===== config.mk =====
export PLATFORM = sky130hd
export DESIGN_NAME = inst_mem_server
export DESIGN_NICKNAME = d
export VERILOG_FILES = /design/src/rtl/inst_mem_server.sv
export SDC_FILE = /design/constraint.sdc
export NUM_CORES = 2
export LEC_CHECK = 0
export CAP_MARGIN = 15
export CORE_MARGIN = 2
export CORE_UTILIZATION = 40
export DETAILED_ROUTE_END_ITERATION = 7
export GPL_TIMING_DRIVEN = 1
export SLEW_MARGIN = 40
export SYNTH_ARGS = -nofsm -noshare
export SYNTH_HDL_FRONTEND = slang
export SYNTH_SLANG_ARGS = --single-unit

===== constraint.sdc =====
create_clock -name clk -period 5.1 [get_ports clk]
set_input_delay 1.02 -clock clk [delete_from_list [all_inputs] [get_ports clk]]
set_output_delay 1.02 -clock clk [all_outputs]
set_load 0.02 [all_outputs]

===== src/rtl/inst_mem_server.sv =====
`default_nettype none
// ============================================================================
//  Module      : inst_mem_server
//  Description : Instruction-memory responder for the fetch stage. Accepts a
//                word fetch, returns the instruction after WAIT_STATES extra
//                cycles, drives a freeze indication while a fetch is pending,
//                supports branch-flush abort and a program-load write port.
//  Revision    : 1.0 - initial release
// ============================================================================
module inst_mem_server #(
    parameter int DEPTH       = 64,
    parameter int WAIT_STATES = 2
) (
    input  logic        clk,
    input  logic        rst,
    input  logic        req,
    input  logic [31:0] addr,
    input  logic        abort,
    input  logic        load_en,
    input  logic [31:0] load_addr,
    input  logic [31:0] load_data,
    output logic [31:0] rdata,
    output logic        ready,
    output logic        err,
    output logic        busy,
    output logic        freeze
);

    // Index width for the storage array; a one-word memory still needs a bit.
    localparam int          c_aw      = (DEPTH > 1) ? $clog2(DEPTH) : 1;
    localparam logic [29:0] c_depth_w = 30'(DEPTH);
    localparam logic [31:0] c_depth_l = 32'(DEPTH);
    localparam logic [3:0]  c_wait    = 4'(WAIT_STATES);

    typedef enum logic [0:0] {
        ST_IDLE = 1'b0,
        ST_WAIT = 1'b1
    } state_t;

    state_t      state_q;
    logic [3:0]  cnt_q;
    logic [31:0] addr_q;
    logic [31:0] rdata_q;
    logic        ready_q;
    logic        err_q;

    // Program storage; deliberately not reset so contents survive rst.
    logic [31:0] mem_q [DEPTH];

    logic [29:0] w_word;
    logic        w_misalign;
    logic        w_oob;
    logic        w_resp_err;
    logic [31:0] w_resp_data;
    logic        w_load_ok;

    // Response decode from the captured fetch address. The misaligned case
    // is checked first, but either fault yields the same zeroed error reply.
    always_comb begin
        w_word      = addr_q[31:2];
        w_misalign  = (addr_q[1:0] != 2'b00);
        w_oob       = (w_word >= c_depth_w);
        w_resp_err  = w_misalign | w_oob;
        w_resp_data = 32'h0;
        if (!w_resp_err) begin
            w_resp_data = mem_q[w_word[c_aw-1:0]];
        end
    end

    assign w_load_ok = load_en & (load_addr < c_depth_l);

    // Program-load write port; out-of-range indices are dropped. A read of
    // the same word at the same edge sees the old contents (NBA ordering).
    always_ff @(posedge clk) begin
        if (w_load_ok) begin
            mem_q[load_addr[c_aw-1:0]] <= load_data;
        end
    end

    // Fetch FSM with registered response; abort overrides every state.
    always_ff @(posedge clk or negedge rst) begin
        if (!rst) begin
            state_q <= ST_IDLE;
            cnt_q   <= 4'd0;
            addr_q  <= 32'h0;
            rdata_q <= 32'h0;
            ready_q <= 1'b0;
            err_q   <= 1'b0;
        end else begin
            // ready/err are single-cycle pulses; rdata holds between replies.
            ready_q <= 1'b0;
            err_q   <= 1'b0;
            if (abort) begin
                state_q <= ST_IDLE;
                cnt_q   <= 4'd0;
            end else begin
                case (state_q)
                    ST_IDLE: begin
                        if (req) begin
                            addr_q  <= addr;
                            cnt_q   <= c_wait;
                            state_q <= ST_WAIT;
                        end
                    end
                    ST_WAIT: begin
                        if (cnt_q != 4'd0) begin
                            cnt_q <= cnt_q - 4'd1;
                        end else begin
                            rdata_q <= w_resp_data;
                            ready_q <= 1'b1;
                            err_q   <= w_resp_err;
                            state_q <= ST_IDLE;
                        end
                    end
                    default: begin
                        state_q <= ST_IDLE;
                        cnt_q   <= 4'd0;
                    end
                endcase
            end
        end
    end

    assign rdata  = rdata_q;
    assign ready  = ready_q;
    assign err    = err_q;
    assign busy   = (state_q == ST_WAIT);
    // Fetch must hold its PC from request until the response arrives.
    assign freeze = ~ready_q & (req | busy);

endmodule
`default_nettype wire


==> metrics.txt <==
post-synthesis sequential area ratio about 78%; placed cell areas a little under 90000 um2; Clock Skews 66.76 ps; I/O pin total 137; Synth area leader edfxtp_1; HP Class in2async; minimum clock period 3637 ps; Rel. slew slack 40.20%; yosys warns 0; Die Area about 210000 um2; row cnt between 150 and 200; Vias approximately 40000; Syn Inst Count 3670; Final WS setup 1463 ps; most numerous cell in the Yosys netlist edfxtp_1; status finished, final reports clean; #FFs+latches synth 2119; Post-synth ARST share 3.351%; MaxCap Viol Count 0; Post-CTS Setup Bufs 0; vias in the first global route about 40000; Initial Utilization 40.20%; Iter 0 DRT Violations 6352; Pwr per Cell Area around 430 nW/um2; post-cts resize count 0; FF-to-FF End rdata[8]; Min Hold Slack 160.1 ps; fin nets 4132; Worst-Margin Slew 894.9 ps; worst path arrival time 4380 ps; DRT Wirelength 234.1 mm; CP Class reg2reg; worst-skew pair later-pin latency just under 900 ps; Startpoint Class register; top cells by area, synth edfxtp_1 76%, mux4_2 13%, mux2i_1 2.2%; ANT nets after route 0; Syn Area/Cell 22.14 um2; CTS tree done; EDFF count, synth 2048; Via density 5.916; drt pass-1 iters 8; layout cells sized above 1 27.26%; Slew Viols, Final 0; initial antenna violation count 15; clock root cell clkbuf_16; Yosys cell types 63; fill count 16500; Die H ~450 um; CTS Buffer Depth 3; Syn-to-layout area delta 16.09%; Yosys top cell area share 75.68%; Reg2Reg Launch Point addr_q[2]; synthesized area roughly 81000 um2; Syn Nets 3773; Power, Total a little over 40000 uW; H-tree levels 4; CP max FO 59; global-route wire length before repair ~320 mm; DP Worst Slack about 1100 ps; unrepaired setup endpoints after global routing no; core footprint a little over 200000 um2; clock transition at the registers of the reported paths approximately 60 ps; fin crit share 71.31%; final instance area 94330 um2; dpl hpwl 153.1 mm; Register Area around 63000 um2; multi-input combinational cell area 17260 um2; Peak VDD IR 410.6 uV; Post-route DRC 0; R2R cell count 7; top cells by count, synth 2048 x edfxtp_1, 469 x mux4_2, 178 x mux2i_1; Hold Buf Count CTS 0; TNS Setup 0 ps; Die Wd between 400 and 500 um; Final Hold Viols 0; Port Buf Inserts between 100 and 150; R2R setup slack ~1500 ps; WL per Instance 34.01 um; max frequency roughly 270 MHz; worst endpoint required time between 5000 and 6000 ps; GRT Total Usage around 23%; CTS Sinks 2119; largest net degree at the start of global routing 77; gp weighted congestion between 0.8 and 0.9; TritonCTS Buffers 209; leak pwr 0.02962 uW; remaining global-route overflow 0; CP endpoint kind register; top_reg_cell synth edfxtp_1; # setup viols final 0
[layer usage]
layer  global-route usage (%)  part of all wire [%]  vias up  routed length [um]
li1                         -                     -    16270                   -
met1                    32.36                    40    21880               93740
met2                    35.41                    47     2240              110400
met3                    4.174                   9.6      344               22480
met4                    6.674                   3.2        8                7420
met5                        0                 0.021        -                  48
[cell usage in the layout, fill, tap and decap left out, types with 8 or more instances in the layout]
cell,count
edfxtp_1,2048
mux4_2,469
clkbuf_16,210
mux2i_1,178
buf_4,169
a22oi_1,106
clkdlybuf4s50_1,103
nand2_1,77
nor2_4,65
dfrtp_1,65
nand3_1,61
clkbuf_1,57
buf_12,49
clkinv_1,48
mux2_2,45
o22ai_1,40
a21oi_1,34
nor2_1,29
clkinv_2,28
a31oi_1,19
bufinv_16,19
buf_6,18
nor2b_1,15
nand2b_1,15
nand4_1,14
a211oi_1,13
buf_2,13
nor4_1,12
nor3_1,12
nand3b_1,11
clkbuf_8,11
a221oi_1,10
and3_1,8
[sequential cells by signal (all words and copies together), names as in the netlist]
register,cells
mem_q,2048
ready,1
err,1
busy,1
cnt_q,4
rdata,32
addr_q,32
[where the power goes]
group	internal [uW]	leakage, uW	switching (uW)
sequential	19100	0.0193	177
combinational	2130	0.00698	3420
clock	8740	0.00333	6660
[critical path, stage by stage, from the launching register on]
cell       delay, ps
dfrtp_4          820
buf_12           470
mux2i_1          450
a22o_1           200
a21oi_1           40
a221oi_1         750
a2111oi_0        210
or3_1            390
[kinds of logic (layout without fill, tap and decap cells)]
group                      Yosys count  after routing  share of synthesized area [%]
AOI/OAI and AO/OA                  286            286                          2.521
adders and majority gates            2              2                        0.03079
buffers and inverters              210            751                          1.580
DFF                               2119           2119                          77.87
muxes                              692            692                          15.81
other                                0              2                              0
and+or+nand+nor                    361            361                          2.185
[cell type report]
type	count	area share, %
Sequential cell	2119	67.10
Tap cell	2672	3.544
Multi-Input combinational cell	1341	18.30
Clock inverter	115	1.313
Inverter	6	0.02387
Antenna cell	2	0.005305
Timing Repair Buffer	352	3.762
Clock buffer	278	5.958
[per-stage QoR]
stage                     util [%]  cells
final                        46.67   6885
after global routing         46.67   6883
after CTS                    46.64   6882
after detailed placement     43.25   6489
after global placement       43.19   6485
after floorplan                  -   3670
[how the worst max path moves through the flow]
stage,startpoint,to,slack [ps],depth (start not counted)
5_1_grt,addr_q[2],rdata[8],1330,7
2_1_floorplan,load_addr[23],mem_q[63][0],1260,5
4_1_cts,addr_q[2],rdata[30],1440,9
3_3_place_gp,abort,rdata[13],70,6
3_5_place_dp,load_addr[29],mem_q[20][25],1080,9
6_report,addr_q[2],rdata[8],1460,7
(Power assumes the default switching activity.)
